--- config.mk ---
export PLATFORM = sky130hd
export DESIGN_NAME = mem_port_arbiter
export DESIGN_NICKNAME = d
export VERILOG_FILES = /design/src/rtl/mem_port_arbiter_pkg.sv /design/src/rtl/mem_port_arbiter_rr_pick.sv /design/src/rtl/mem_port_arbiter.sv
export SDC_FILE = /design/constraint.sdc
export NUM_CORES = 1
export LEC_CHECK = 0
export BUFFER_PORTS_ARGS = -buffer_cell sky130_fd_sc_hd__clkbuf_2
export CAP_MARGIN = 15
export CORE_MARGIN = 4
export CORE_UTILIZATION = 35
export DETAILED_ROUTE_END_ITERATION = 6
export PLACE_DENSITY_LB_ADDON = 0.12
export SLEW_MARGIN = 20
export SYNTH_ARGS = -nofsm -noshare
export SYNTH_HDL_FRONTEND = slang
export SYNTH_SLANG_ARGS = --single-unit
export TNS_END_PERCENT = 5
--- constraint.sdc ---
create_clock -name clk -period 2.4 [get_ports clk]
set_input_delay 0.24 -clock clk [delete_from_list [all_inputs] [get_ports clk]]
set_output_delay 0.24 -clock clk [all_outputs]
set_load 0.03 [all_outputs]
--- src/rtl/mem_port_arbiter_pkg.sv ---
// ---------------------------------------------------------------------------
// mem_port_arbiter_pkg
// Shared definitions for the memory port arbiter:
//   - arb_state_t : arbiter FSM states (IDLE, ISSUE, WAIT, RESP)
//   - REQ_*       : requester index assignments (loader, data LD/ST, fetch)
//   - *_DEFAULT   : default requester count, address and data widths
// ---------------------------------------------------------------------------
package mem_port_arbiter_pkg;

    typedef enum logic [1:0] {
        IDLE  = 2'd0,
        ISSUE = 2'd1,
        WAIT  = 2'd2,
        RESP  = 2'd3
    } arb_state_t;

    localparam int REQ_LOADER   = 0;
    localparam int REQ_DATA     = 1;
    localparam int REQ_FETCH    = 2;

    localparam int NREQ_DEFAULT = 3;
    localparam int AW_DEFAULT   = 16;
    localparam int DW_DEFAULT   = 32;

endpackage

--- src/rtl/mem_port_arbiter_rr_pick.sv ---
// ---------------------------------------------------------------------------
// mem_port_arbiter_rr_pick
// Combinational rotate-priority picker. Searches req starting at index ptr,
// then ptr+1, ... wrapping modulo NREQ, and reports the first asserted index.
// Ports:
//   req     in  NREQ  request vector
//   ptr     in  PW    index with highest priority this round (< NREQ)
//   winner  out PW    first asserted index at or after ptr (0 if none)
//   any_req out 1     at least one request bit is set
// ---------------------------------------------------------------------------
module mem_port_arbiter_rr_pick
    import mem_port_arbiter_pkg::*;
#(
    parameter int NREQ = NREQ_DEFAULT,
    parameter int PW   = (NREQ > 1) ? $clog2(NREQ) : 1
) (
    input  logic [NREQ-1:0] req,
    input  logic [PW-1:0]   ptr,
    output logic [PW-1:0]   winner,
    output logic            any_req
);

    int idx;

    // Walk offsets from farthest to nearest so the nearest asserted index
    // (smallest rotation from ptr) is the last assignment and wins.
    always_comb begin
        winner  = '0;
        any_req = |req;
        idx     = 0;
        for (int k = NREQ - 1; k >= 0; k--) begin
            idx = int'(ptr) + k;
            if (idx >= NREQ) begin
                idx = idx - NREQ;
            end
            if (req[idx]) begin
                winner = PW'(idx);
            end
        end
    end

endmodule

--- src/rtl/mem_port_arbiter.sv ---
// ---------------------------------------------------------------------------
// mem_port_arbiter
// Shares one single-port memory among NREQ requesters (0 loader, 1 data
// LD/ST, 2 fetch). One transaction at a time, round-robin grant, fixed read
// latency MEM_LAT (>= 1) from mem_en to valid mem_rdata.
// Ports:
//   clk, rst    clock; synchronous active-high reset
//   req         per-requester request level (sampled only in IDLE)
//   req_we      per-requester write enable (1 = write)
//   req_addr    requester i address at [i*AW +: AW]
//   req_wdata   requester i write data at [i*DW +: DW]
//   gnt         one-cycle pulse to the owner when the access is issued
//   done        one-cycle pulse to the owner when the access completes
//   rdata       read result, meaningful while done is high for a read
//   mem_en      memory strobe (high for the single ISSUE cycle)
//   mem_we      memory write enable (qualifies mem_en)
//   mem_addr    memory address, holds last latched value
//   mem_wdata   memory write data, holds last latched value
//   mem_rdata   memory read data
// ---------------------------------------------------------------------------
module mem_port_arbiter
    import mem_port_arbiter_pkg::*;
#(
    parameter int NREQ    = NREQ_DEFAULT,
    parameter int AW      = AW_DEFAULT,
    parameter int DW      = DW_DEFAULT,
    parameter int MEM_LAT = 2
) (
    input  logic               clk,
    input  logic               rst,
    input  logic [NREQ-1:0]    req,
    input  logic [NREQ-1:0]    req_we,
    input  logic [NREQ*AW-1:0] req_addr,
    input  logic [NREQ*DW-1:0] req_wdata,
    output logic [NREQ-1:0]    gnt,
    output logic [NREQ-1:0]    done,
    output logic [DW-1:0]      rdata,
    output logic               mem_en,
    output logic               mem_we,
    output logic [AW-1:0]      mem_addr,
    output logic [DW-1:0]      mem_wdata,
    input  logic [DW-1:0]      mem_rdata
);

    localparam int PW = (NREQ > 1) ? $clog2(NREQ) : 1;
    localparam int CW = $clog2(MEM_LAT + 1);

    arb_state_t    state;
    logic [PW-1:0] ptr;
    logic [PW-1:0] owner;
    logic [PW-1:0] winner;
    logic [PW-1:0] ptr_next;
    logic          any_req;
    logic          we_q;
    logic [CW-1:0] cnt;

    mem_port_arbiter_rr_pick #(
        .NREQ (NREQ),
        .PW   (PW)
    ) u_pick (
        .req     (req),
        .ptr     (ptr),
        .winner  (winner),
        .any_req (any_req)
    );

    assign ptr_next = (owner == PW'(NREQ - 1)) ? '0 : owner + PW'(1);

    // Outputs are registered: they are loaded on the transition into the
    // state in which they must be visible, and cleared by default otherwise.
    always_ff @(posedge clk) begin
        if (rst) begin
            state     <= IDLE;
            ptr       <= '0;
            owner     <= '0;
            we_q      <= 1'b0;
            cnt       <= '0;
            rdata     <= '0;
            mem_addr  <= '0;
            mem_wdata <= '0;
            gnt       <= '0;
            done      <= '0;
            mem_en    <= 1'b0;
            mem_we    <= 1'b0;
        end else begin
            gnt    <= '0;
            done   <= '0;
            mem_en <= 1'b0;
            mem_we <= 1'b0;
            case (state)
                IDLE: begin
                    if (any_req) begin
                        owner       <= winner;
                        we_q        <= req_we[winner];
                        mem_addr    <= req_addr[int'(winner)*AW +: AW];
                        mem_wdata   <= req_wdata[int'(winner)*DW +: DW];
                        mem_en      <= 1'b1;
                        mem_we      <= req_we[winner];
                        gnt[winner] <= 1'b1;
                        state       <= ISSUE;
                    end
                end
                ISSUE: begin
                    ptr <= ptr_next;
                    if (we_q) begin
                        // Writes complete in the memory on the strobe cycle.
                        done[owner] <= 1'b1;
                        state       <= RESP;
                    end else begin
                        cnt   <= CW'(MEM_LAT);
                        state <= WAIT;
                    end
                end
                WAIT: begin
                    // mem_rdata is valid MEM_LAT cycles after mem_en, which
                    // is the WAIT cycle where the count has run down to 1.
                    if (cnt == CW'(1)) begin
                        rdata       <= mem_rdata;
                        done[owner] <= 1'b1;
                        cnt         <= '0;
                        state       <= RESP;
                    end else begin
                        cnt <= cnt - CW'(1);
                    end
                end
                RESP: begin
                    state <= IDLE;
                end
                default: begin
                    state <= IDLE;
                end
            endcase
        end
    end

endmodule

=== Yosys cells after proc, flatten, opt, wreduce, memory -nomap -nowiden ===
Cells that the tools add are included.

* Flip-flop bits (word level): 97
* Latch bits: 0
* RAM bits: 0
* Memory bits (read-only): 0
* Input bits: 184
* Output and inout bits: 88
* Logic and storage cells: 85
* Memories kept: 0

* $add $sub $neg: 7
* Multiply operators: 0
* Div/mod/pow operators: 0
* Order comparisons: 10
* Equality and inequality tests: 8
* Shift-type cells: 2
* Muxes and demuxes: 33
* Bitwise logic cells: 2
* Reduce and logical (&&, ||, !) cells: 11

{| class="wikitable"
|+ Operators with widths
! cell !! number
|-
| $lt 32x4->1 const B || 3
|-
| $mux 32 || 3
|-
| $shiftx 96x8->32 || 1
|-
| $ge 32x3->1 const B || 2
|-
| $sub 32x3->32 const B || 2
|-
| $shiftx 48x7->16 || 1
|-
| $mux 2 || 8
|-
| $mux 1 || 11
|-
| $bmux 1 s2 || 4
|-
| $pmux 2 s4 || 1
|-
| $reduce_and 2->1 || 4
|-
| $eq 2x2->1 const B || 3
|-
| $lt 2x3->1 const B || 2
|-
| $mux 3 || 2
|-
| $ne 2x2->1 const B || 3
|-
| $pmux 3 s2 || 1
|-
| $reduce_or 3->1 || 2
|-
| $demux 1 s2 || 2
|-
| $eq 2x1->1 const B || 2
|-
| $ge 2x1->1 const B || 2
|-
| $pmux 2 s2 || 1
|-
| $add 2x1->3 const B || 1
|-
| $add 2x2->3 const B || 1
|-
| $sub 2x2->3 const B || 1
|-
| 8 further kinds || 10
|}

=== Longest topological paths before layout ===
Gate-level depths: netlist of the first run.

* Depth after elaboration: 13
* Mapped depth: 10
* Depth with buffers taken out: 7

=== Cells and area by module ===
Synthesis of the first run repeated with hierarchy kept, for this count alone.

* Cell total of the unflattened synthesis: 512
* Area, all modules: 4636.9 µm²

{| class="wikitable"
|+ By module, submodules not included
! module !! instances !! cells each !! area each (µm²) !! sequential area each (µm²)
|-
| mem_port_arbiter || 1 || 492 || 4486.8 || 1941.9
|-
| mem_port_arbiter_rr_pick || 1 || 20 || 150.1 || 0.0
|}

=== Worst setup path after synthesis of the first run ===
OpenSTA, ideal clock, no wires.

* Path type: register -> register
* Start point: register ptr[0]
* End point: register mem_addr[0]
* Library setup time: 0.124 ns
* Arrival time: 1.995 ns
* Data required time: 2.276 ns
* Setup slack: 0.281 ns
* Cell stages (with the launch flop): 10
* Path buffers: 2
* Period minus slack after synthesis: 2.119 ns
* Cells stage by stage: dfxtp_1 inv_1 ha_1 and2_1 o32a_1 or2_1 buf_2 clkbuf_1 o21ai_0 o31ai_2

* Cells in the longest elaborated chain, start to end: 10
* Elaborated cells between the ends (all ways): 24
* Classes of those cells: add/sub: 5; order compare: 3; shift: 1; mux: 15

{| class="wikitable"
|+ Ends and longest elaborated chain
! what !! line !! RTL
|-
| start, declared || mem_port_arbiter.sv:49 || <nowiki>logic [PW-1:0] ptr;</nowiki>
|-
| start signal, assigned || mem_port_arbiter.sv:104 || <nowiki>ptr <= ptr_next;</nowiki>
|-
| $add 2x2->3 || mem_port_arbiter_rr_pick.sv:32 || <nowiki>idx = int'(ptr) + k;</nowiki>
|-
| $sub 32x3->32 or $ge 32x3->1 (tied branches) || mem_port_arbiter_rr_pick.sv:34, mem_port_arbiter_rr_pick.sv:33 ||
|-
| $mux 32 || mem_port_arbiter_rr_pick.sv:33 || <nowiki>if (idx >= NREQ) begin</nowiki>
|-
| $bmux 1 s2 || mem_port_arbiter_rr_pick.sv:36 || <nowiki>if (req[idx]) begin</nowiki>
|-
| $mux 1 (implied by the code) (2 in series) || mem_port_arbiter_rr_pick.sv:36 ||
|-
| $mux 2 (2 in series) || mem_port_arbiter_rr_pick.sv:36 ||
|-
| $mux 2 (*) || mem_port_arbiter_rr_pick.sv:36 ||
|-
| $shiftx 48x7->16 (*) || mem_port_arbiter.sv:95 || <nowiki>mem_addr <= req_addr[int'(winner)*AW +: AW];</nowiki>
|-
| end signal, assigned || mem_port_arbiter.sv:95 ||
|-
| end, declared || mem_port_arbiter.sv:40 || <nowiki>output logic [AW-1:0] mem_addr,</nowiki>
|}

Every way passes the cells marked *; elsewhere a longest branch is shown, timed or not. The select of a mux whose other input is x is not followed.
A chain may end at the register's enable or synchronous reset.

=== Final worst setup path of the first run ===
* Start point: register ptr[1]
* End point: register mem_addr[4]

The elaborated chain is that of the path after synthesis.

==> results of run 1 <==
[power by group]
group	leakage, nW	total (mW)	internal (mW)	switching, mW
clock network	0.144	1.45	0.829	0.621
logic	1.92	3.02	0.986	2.04
registers	0.794	2.27	2.04	0.233
total	2.85	6.74	3.85	2.89
[stage by stage]
stage,setup slack (ns),std cells
after global routing,0.00608,987
after floorplan,0.281,561
after global placement,0.166,972
after CTS,0.0716,987
after detailed placement,0.0832,972
final,0.155,987
[cell usage in the layout, fill, tap and decap left out, types with 9 or more instances in the layout]
| cell type | n |
|---|---|
| sky130_fd_sc_hd__buf_4 | 11 |
| sky130_fd_sc_hd__clkbuf_2 | 271 |
| sky130_fd_sc_hd__nor3_2 | 20 |
| sky130_fd_sc_hd__nand2_1 | 123 |
| sky130_fd_sc_hd__clkbuf_16 | 9 |
| sky130_fd_sc_hd__o21ai_0 | 48 |
| sky130_fd_sc_hd__nor3_1 | 78 |
| sky130_fd_sc_hd__o31ai_1 | 28 |
| sky130_fd_sc_hd__o31ai_2 | 20 |
| sky130_fd_sc_hd__dfxtp_1 | 97 |
| sky130_fd_sc_hd__a21oi_1 | 37 |
[what timing repair did]
item,in CTS,in global routing
resized for setup,0,3
hold buffers,0,0
endpoints found under the setup margin,0,47
setup buffers,0,0
[metal layers]
| metal | global-route usage [%] | vias to the layer above | share of wire [%] |
|---|---|---|---|
| met5 | 0 | - | 0 |
| met4 | 9.66 | 0 | 3.4 |
| met3 | 5.67 | 40 | 8.1 |
| met2 | 35.7 | 203 | 50 |
| met1 | 21.1 | 2302 | 38 |
| li1 | - | 2468 | - |
[registers in the layout (all words and copies together), names as in the netlist]
signal and cells:
mem_addr 16, rdata 32, state 2, gnt 3, mem_we 1, we_q 1, cnt 2, ptr 2
owner 2, done 3, mem_wdata 32, mem_en 1
[cell type report]
class | count | area share, %
inverters | 6 | 0.351
clock buffers | 10 | 3.73
clock inverters | 5 | 0.878
well taps | 172 | 3.36
repair buffers | 287 | 23.9
flip-flops and latches | 97 | 30.3
multi-input cells | 410 | 37.6
[worst paths after layout]
kind	to	slack [ns]	start	cells past startpoint
hold reg to reg	mem_wdata[17]$_SDFFE_PP0N_	0.45	mem_wdata[17]$_SDFFE_PP0N_	2
setup reg to reg	mem_addr[4]$_SDFFE_PP0N_	0.15	ptr[1]$_SDFFE_PP0P_	7
setup / recovery	mem_addr[4]$_SDFFE_PP0N_	0.15	ptr[1]$_SDFFE_PP0P_	7
hold / removal	rdata[17]$_SDFFE_PP0P_	0.11	mem_rdata[17]	3
[cell families after synthesis]
logic type | share of synthesized area, %
fa+ha+maj | 2.18
simple gates | 26.9
compound gates | 21.8
flops | 42.2
mux | 0.870
buf+inv | 6.04
[tightest hold or removal path, cell delays in order]
cell and delay (ns):
sky130_fd_sc_hd__clkbuf_2 0.08, sky130_fd_sc_hd__nand2_1 0.04, sky130_fd_sc_hd__a21oi_1 0.05
==> flow_summary.toml, run 1 <==
[logic_synthesis]
synthTopCellsByArea = "sky130_fd_sc_hd__dfxtp_1 (42%), sky130_fd_sc_hd__nand2_1 (10%), sky130_fd_sc_hd__nor3_1 (8.5%)"
netlist.top_cell.by_area = "sky130_fd_sc_hd__dfxtp_1"
synth_fp_nets = 753
synth_commonest_cells = "sky130_fd_sc_hd__nand2_1 (123), sky130_fd_sc_hd__dfxtp_1 (97), sky130_fd_sc_hd__nor3_1 (78)"
synth.yosys.warnings = 0
post_synth_edffs = 0
async_flop_share_pct = 0
ys_seq_elements = 97
synthCells = 561
netlist.area_leader.share_pct = 42.2
sequential_fraction_of_the_synthesis_area_pct = 42.2
synth_cell_types = 36
postSynthAreaPerCell_sq_um = 8.20
netlist_area_sq_um = 4600
synth_most_common_cell = "sky130_fd_sc_hd__nand2_1"
synth_flop_cell = "sky130_fd_sc_hd__dfxtp_1"

[hold_path]
timing.hold.worst.class = "input port to flip-flop"

[detailed_routing]
post_drt_wl_per_cell_um = 15.5
routed-via-count = 5013
wl_mm = 15.3
ant_nets = 0
drc_errors = 0
routed_via_density = 5.08
drt_pre_antenna_iters = 4
first_iter_violations = 247

[worst_setup_path]
critPathMaxFanout = 35
crit_path_max_incr_delay_ns = 0.52
crit_required_ns = 2.66
critPathBufInv = 1
critical_path_start_type = "flip-flop"
cp_data_arrival_time_ns = 2.50
cp-end-kind = "flip-flop"
timing.setup.critical_path_class = "flip-flop to flip-flop"
path_delay_family = "simple AND/OR/NAND/NOR gates"
worstPathCellList = "ha_1, nand2_1, or4b_4, a31oi_4, buf_12, nor3_1, o31ai_2"
cp_slowest_cell = "sky130_fd_sc_hd__or4b_4"

[timing]
tightestPinTransition_ns = 0.513
final.setup.tns_ns = 0
report.final.hold_viol_count = 0
finalCriticalPeriod_ns = 2.25
skew_ns = 0.00602
timing.final.setup_violations = 0
maxSlewViolCount = 0
slew-limit-headroom_pct = 65.7
rsz0062_at_grt = "false"
fin_hold_ws_ns = 0.112
fmaxAchievable_mhz = 445
finalCritPeriodShare_pct = 93.6

[clock_tree]
cts_tree = "built"
ctsLongestPathBuffers = 2
cts.htree.levels = 3
cts.sinks = 97
path_clk_slew_ns = 0.07
numCtsBuffers = 9
clock_tree.root_cell = "sky130_fd_sc_hd__clkbuf_16"
clock_latency_reported_for_the_late_side_of_the_worst_skew_pair_ns = 0.34

[final_layout]
postLayoutCoreUtil_pct = 50.4
multi_input_area_sq_um = 2410
area_growth_syn_to_layout_pct = 39.4
finalInstanceArea_sq_um = 6410
antenna-diode-count = 0
layout-drive-gt1-share_pct = 42.8
finish.net_count = 1003
layout.area.seq_sq_um = 1940
n_fill_cell = 1270

[placed_design]
place.port_buffers = 271
placed_area_sq_um = 6110
finalWeightedCongestion = 0.855
dp_hpwl_mm = 11.6

[power_and_ir_drop]
static-leakage-power_nw = 2.85
pwr_density_cell_nw_per_um2 = 1050
p_total_mw = 6.74
vdd_drop_max_uv = 414

[global_routing]
grt_start_max_net_pins = 65
grt_antenna_before_repair = 0
wire_length_of_the_first_global_routing_pass_mm = 23.7
via_count_of_the_first_global_routing_pass = 5031
grt_remaining_overflow = 0
grtUsageTotal_pct = 19.8

[die]
core_area_sq_um = 12700
num_io_pins = 272
die_height_um = 123
rows = 41
die-width_um = 123
floorplan.initialDensity_pct = 36.2
die_area_sq_um = 15000

[run]
drv.max_cap_violation_count = 0

[outcome]
status = "finished, final reports clean"
(Power assumes the default switching activity.)
==> run 2: changes to the inputs <==
--- a/config.mk
+++ b/config.mk
@@ -13,2 +13,3 @@
 export PLACE_DENSITY_LB_ADDON = 0.12
+export RECOVER_POWER = 25
 export SLEW_MARGIN = 20
==> constraint.sdc (replaced) <==
create_clock -name clk -period 2.4 [get_ports clk]
set_input_delay 0.12 -clock clk [delete_from_list [all_inputs] [get_ports clk]]
set_output_delay 0.12 -clock clk [all_outputs]
set_load 0.03 [all_outputs]
==> run 2 against run 1 <==
Final cell count is 2.8% higher. Clock power hardly changed. Critical endpoint unchanged. First-iteration DRC count is 8.9% higher. Hold slack worse by 0.10 ns.
==> flow_summary.toml, run 2 (synthesized netlist as in run 1, its figures left out) <==
[detailed_routing]
wl_mm = 15.8
ant_nets = 0
drc_errors = 0
first_iter_violations = 269
post_drt_wl_per_cell_um = 15.5
routed_via_density = 5.04
routed-via-count = 5113
drt_pre_antenna_iters = 4

[clock_tree]
clock_latency_reported_for_the_late_side_of_the_worst_skew_pair_ns = 0.34
clock_tree.root_cell = "sky130_fd_sc_hd__clkbuf_16"
cts.sinks = 97
path_clk_slew_ns = 0.06
numCtsBuffers = 9
cts.htree.levels = 3
ctsLongestPathBuffers = 2
cts_tree = "built"
post_cts_buffers = 0

[final_layout]
highest_count_cells_in_the_layout_ignoring_fill_and_taps = "sky130_fd_sc_hd__clkbuf_2 (225), sky130_fd_sc_hd__nand2_1 (123), sky130_fd_sc_hd__dfxtp_1 (97)"
layout-drive-gt1-share_pct = 35.9
finish.net_count = 1031
postLayoutCoreUtil_pct = 52.2
biggest_registers_after_layout = "mem_wdata x32, rdata x32, mem_addr x16"
layout_commonest_cell = "sky130_fd_sc_hd__clkbuf_2"
area_growth_syn_to_layout_pct = 44.2
antenna-diode-count = 0

[timing]
fin_hold_ws_ns = 0.0122
final_critical_path_setup_slack_ns = 0.153
skew_ns = 0.00605
rsz0062_at_grt = "false"
tightestPinTransition_ns = 0.514
report.final.hold_viol_count = 0
final.setup.tns_ns = 0
timing.final.setup_violations = 0
finalCritPeriodShare_pct = 93.6
maxSlewViolCount = 0
fmaxAchievable_mhz = 445
slew-limit-headroom_pct = 65.7
finalCriticalPeriod_ns = 2.25

[power_and_ir_drop]
vdd_drop_max_uv = 416
p_total_mw = 6.74
p_sw_share_pct = 43.0
static-leakage-power_nw = 2.82
power.share.clock_pct = 21.5
switchingPower_mw = 2.90
pwr-share-seq_pct = 33.7
pwr_density_cell_nw_per_um2 = 1020
p_int_mw = 3.84
power.share.combinational_pct = 44.8

[die]
core_area_sq_um = 12700
die_area_sq_um = 15000
rows = 41
die-width_um = 123
floorplan.initialDensity_pct = 36.2
num_io_pins = 272
die_height_um = 123

[global_routing]
grt_antenna_before_repair = 0
grt_remaining_overflow = 0
via_count_of_the_first_global_routing_pass = 5206
wire_length_of_the_first_global_routing_pass_mm = 24.4
grt_start_max_net_pins = 65
grtUsageTotal_pct = 20.3

[worst_setup_path]
worstPathCellList = "ha_1, nand2_1, or4b_4, a31oi_4, buf_12, nor3_1, o31ai_2"
timing.setup.critical_path_class = "flip-flop to flip-flop"
path_delay_family = "simple AND/OR/NAND/NOR gates"
cp-end-kind = "flip-flop"
critPathBufInv = 1
critPathMaxFanout = 35
cp-startpoint = "ptr[1]$_SDFFE_PP0P_"
critical_path_start_type = "flip-flop"
worst_r2r_endpoint = "mem_addr[4]$_SDFFE_PP0N_"
reg2regPathDepth = 7
rrSetupSlack_ns = 0.15
cp_data_arrival_time_ns = 2.50
crit_path_max_incr_delay_ns = 0.52
crit_required_ns = 2.66
cp_slowest_cell = "sky130_fd_sc_hd__or4b_4"
critical_path.reg2reg.startpoint = "ptr[1]$_SDFFE_PP0P_"

[hold_path]
holdCritStartpoint = "mem_rdata[31]"
end_of_the_worst_hold_path = "rdata[31]$_SDFFE_PP0P_"
timing.hold.worst.class = "input port to flip-flop"
number_of_stages_on_the_worst_hold_path = 3

[placed_design]
place.port_buffers = 271
place_worst_setup_slack_ns = 0.0832
dp_hpwl_mm = 11.6
finalWeightedCongestion = 0.855

[outcome]
status = "finished, final reports clean"

[run]
drv.max_cap_violation_count = 0
==> run 2: cell count changes in the layout (fill, tap and decap cells not counted), sizes merged <==
| cell | delta |
|---|---|
| dlygate4sd3 | +28 |
==> run 2: how the worst max path moves through the flow <==
stage / endpoint / slack (ns) / cells after the start
floorplan: mem_addr[0]$_SDFFE_PP0N_ / 0.28 / 9
global placement: mem_wdata[1]$_SDFFE_PP0N_ / 0.17 / 8
detailed placement: mem_wdata[6]$_SDFFE_PP0N_ / 0.08 / 8
CTS: mem_wdata[27]$_SDFFE_PP0N_ / 0.07 / 8
global route: mem_wdata[25]$_SDFFE_PP0N_ / 0.006 / 7
finish: mem_addr[4]$_SDFFE_PP0N_ / 0.15 / 7
==> run 2: timing repair <==
action	CTS	global route
endpoints found under the hold margin	28	0
setup endpoints to repair	0	47
resized for setup	0	3
hold buffers	28	0
==> run 2: tightest hold or removal path, stage by stage <==
cell and delay (ns):
sky130_fd_sc_hd__clkbuf_2 0.08, sky130_fd_sc_hd__nand2_1 0.05, sky130_fd_sc_hd__a21oi_1 0.05
==> run 2: layout make-up <==
cell class,instances,area [sq um]
fill,1254,6090
multi-input combinational,410,2410
sequential,97,1940
timing repair buffer,315,1750
clock buffer,10,239
tap,172,215
clock inverter,5,56.3
inverter,6,22.5
==> run 2: power by group through the flow <==
stage / sequential (mW) / clock, mW / combinational (mW)
after floorplan: 3.02 / 0 / 1.38
after global placement: 2.29 / 0 / 3.01
after detailed placement: 2.30 / 0 / 3.05
after CTS: 2.27 / 1.50 / 3.09
after global routing: 2.32 / 1.55 / 3.28
final: 2.27 / 1.45 / 3.02
==> run 2: metal layers <==
| layer | track usage, % | vias up | part of all wire [%] |
|---|---|---|---|
| li1 | - | 2523 | - |
| met1 | 21.6 | 2375 | 38 |
| met2 | 37.1 | 181 | 51 |
| met3 | 5.44 | 34 | 7.5 |
| met4 | 9.66 | 0 | 3.1 |
| met5 | 0 | - | 0 |
==> run 2: through the flow <==
| stage | area [sq um] | instances |
|---|---|---|
| floorplan | 4600 | 561 |
| global placement | 6110 | 972 |
| detailed placement | 6110 | 972 |
| CTS | 6690 | 1015 |
| global route | 6640 | 1015 |
| finish | 6640 | 1015 |
==> run 3: changes to the inputs <==
- ABC_AREA: unset -> 1
- ABC_CLOCK_PERIOD_IN_PS: unset -> 2400
==> run 3 against run 2 <==
Flip-flop and latch count stayed put. Critical path depth is 6 higher. First-iteration DRC count up 4.1%. Non-clock buffer count fell by 27. Clock skew increased by 0.00056 ns.
==> flow_summary.toml, run 3 <==
[logic_synthesis]
ys_seq_elements = 97
postSynthAreaPerCell_sq_um = 6.26
netlist.area_leader.share_pct = 37.1
synth_cell_types = 21
synthTopCellsByArea = "sky130_fd_sc_hd__dfxtp_1 (37%), sky130_fd_sc_hd__nand3_1 (15%), sky130_fd_sc_hd__inv_1 (12%)"
synth_fp_nets = 1027
synth_most_common_cell = "sky130_fd_sc_hd__inv_1"
synth_flop_cell = "sky130_fd_sc_hd__dfxtp_1"
synthCells = 835
post_synth_edffs = 0
netlist.top_cell.by_area = "sky130_fd_sc_hd__dfxtp_1"
synth_commonest_cells = "sky130_fd_sc_hd__inv_1 (161), sky130_fd_sc_hd__nand3_1 (153), sky130_fd_sc_hd__nand2_1 (133)"
netlist_area_sq_um = 5230
async_flop_share_pct = 0
sequential_fraction_of_the_synthesis_area_pct = 37.1
synth.yosys.warnings = 0

[final_layout]
area_growth_syn_to_layout_pct = 34.0
layout_commonest_cell = "sky130_fd_sc_hd__clkbuf_2"
n_fill_cell = 1618
antenna-diode-count = 0
highest_count_cells_in_the_layout_ignoring_fill_and_taps = "sky130_fd_sc_hd__clkbuf_2 (225), sky130_fd_sc_hd__inv_1 (160), sky130_fd_sc_hd__nand3_1 (153)"
layout-drive-gt1-share_pct = 24.9
finish.net_count = 1271
biggest_registers_after_layout = "mem_wdata x32, rdata x32, mem_addr x16"

[worst_setup_path]
worst_r2r_endpoint = "mem_wdata[27]$_SDFFE_PP0N_"
cp-end-kind = "flip-flop"
crit_path_max_incr_delay_ns = 0.35
timing.critical_path.to = "mem_wdata[27]$_SDFFE_PP0N_"
crit_required_ns = 2.63
critical_path_start_type = "flip-flop"
timing.setup.critical_path_class = "flip-flop to flip-flop"
worstPathCellList = "inv_1, ha_1, inv_1, nand2_1, nand3_1, nand2_1, nand2_1, nand2_1, nand2_2, buf_4, nand3_1, nand3_1, a21oi_1"
cp_slowest_cell = "sky130_fd_sc_hd__dfxtp_1"
cp_num_cells = 13
cp-startpoint = "ptr[0]$_SDFFE_PP0P_"
path_delay_family = "simple AND/OR/NAND/NOR gates"
critical_path.reg2reg.startpoint = "ptr[0]$_SDFFE_PP0P_"
rrSetupSlack_ns = 0.39
reg2regPathDepth = 13
critPathBufInv = 3
cp_data_arrival_time_ns = 2.24
critPathMaxFanout = 28
cpMostUsedCell = "sky130_fd_sc_hd__nand2_1"

[global_routing]
grtUsageTotal_pct = 20.4
globalRouteMet1Util_pct = 25.5
groute.layer.met2.usage_pct = 33.7
grt_antenna_before_repair = 0
grt.met3_usage_pct = 5.40
via_count_of_the_first_global_routing_pass = 5612
grt_remaining_overflow = 0
wire_length_of_the_first_global_routing_pass_mm = 27.7
grt_busiest_layer = "met2"
grt_start_max_net_pins = 54

[detailed_routing]
wl_mm = 17.8
first_iter_violations = 280
routed_via_density = 4.75
drc_errors = 0
drt_pre_antenna_iters = 4
post_drt_wl_per_cell_um = 14.1
ant_nets = 0
routed-via-count = 6013

[timing]
finalCritPeriodShare_pct = 83.7
report.final.hold_viol_count = 0
fmaxAchievable_mhz = 498
maxSlewViolCount = 0
skew_ns = 0.00661
slew-limit-headroom_pct = 33.0
timing.final.setup_violations = 0
finalCriticalPeriod_ns = 2.01
final_critical_path_setup_slack_ns = 0.390
rsz0062_at_grt = "false"
final.setup.tns_ns = 0
tightestPinTransition_ns = 1.00

[clock_tree]
ctsLongestPathBuffers = 2
post_cts_buffers = 0
cts_hold_buf = 0
cts.htree.levels = 3
clock_tree.root_cell = "sky130_fd_sc_hd__clkbuf_16"
cts_resized = 0
path_clk_slew_ns = 0.07
cts.sinks = 97
numCtsBuffers = 9
clock_latency_reported_for_the_late_side_of_the_worst_skew_pair_ns = 0.34
cts_tree = "built"

[power_and_ir_drop]
static-leakage-power_nw = 3.96
vdd_drop_max_uv = 858
pwr_density_cell_nw_per_um2 = 1440
p_total_mw = 10.1

[hold_path]
timing.hold.worst.class = "input port to flip-flop"
number_of_stages_on_the_worst_hold_path = 2

[die]
core_area_sq_um = 14600
floorplan.initialDensity_pct = 35.9
rows = 44
num_io_pins = 272
die-width_um = 130
die_area_sq_um = 17000
die_height_um = 130

[run]
drv.max_cap_violation_count = 0

[placed_design]
dp_hpwl_mm = 12.8
place_worst_setup_slack_ns = 0.372
place.port_buffers = 271
finalWeightedCongestion = 0.837

[outcome]
status = "finished, final reports clean"
[run 3: per-layer routing]
| metal | vias up | share of wire (%) |
|---|---|---|
| met5 | - | 0 |
| met4 | 0 | 2.1 |
| met3 | 24 | 9.6 |
| met2 | 233 | 46 |
| met1 | 2653 | 43 |
| li1 | 3103 | - |
[run 3: how the worst min path moves through the flow]
stage             startpoint                     end  slack, ns
2_1_floorplan            rst   state[0]$_SDFFE_PP0P_       0.19
3_3_place_gp   mem_rdata[31]  rdata[31]$_SDFFE_PP0P_       0.37
3_5_place_dp   mem_rdata[20]  rdata[20]$_SDFFE_PP0P_       0.38
4_1_cts                  rst   state[0]$_SDFFE_PP0P_      0.006
5_1_grt                  rst   state[0]$_SDFFE_PP0P_       0.03
6_report                 rst   state[0]$_SDFFE_PP0P_       0.03
[run 3: per-stage QoR]
step	cells	util (%)	hold slack, ns	area (sq um)
finish	1267	48.0	0.0321	7010
global route	1267	48.0	0.0275	7010
CTS	1267	48.4	0.00625	7070
detailed placement	1252	46.4	0.379	6770
global placement	1252	46.4	0.371	6770
floorplan	835	-	0.189	5230
[run 3: final cells by class]
type | count | area [sq um] | area share, %
tap | 184 | 230 | 3.29
multi-input combinational | 519 | 2450 | 34.9
inverter | 164 | 616 | 8.78
clock inverter | 5 | 56.3 | 0.803
timing repair buffer | 288 | 1480 | 21.1
sequential | 97 | 1940 | 27.7
clock buffer | 10 | 239 | 3.41
[run 3: logic make-up (layout without fill, tap and decap cells)]
group | count (synthesis) | in the layout | synth area share [%]
and+or+nand+nor | 366 | 366 | 30.3
buffers and inverters | 219 | 467 | 16.6
adders and majority gates | 8 | 8 | 1.91
AOI/OAI and AO/OA | 145 | 145 | 14.1
DFF | 97 | 97 | 37.1
[run 3: where the power goes]
part | switching, mW | internal, mW | leakage (nW)
registers | 0.282 | 2.16 | 0.797
logic | 4.30 | 1.93 | 3.02
clock network | 0.628 | 0.829 | 0.144
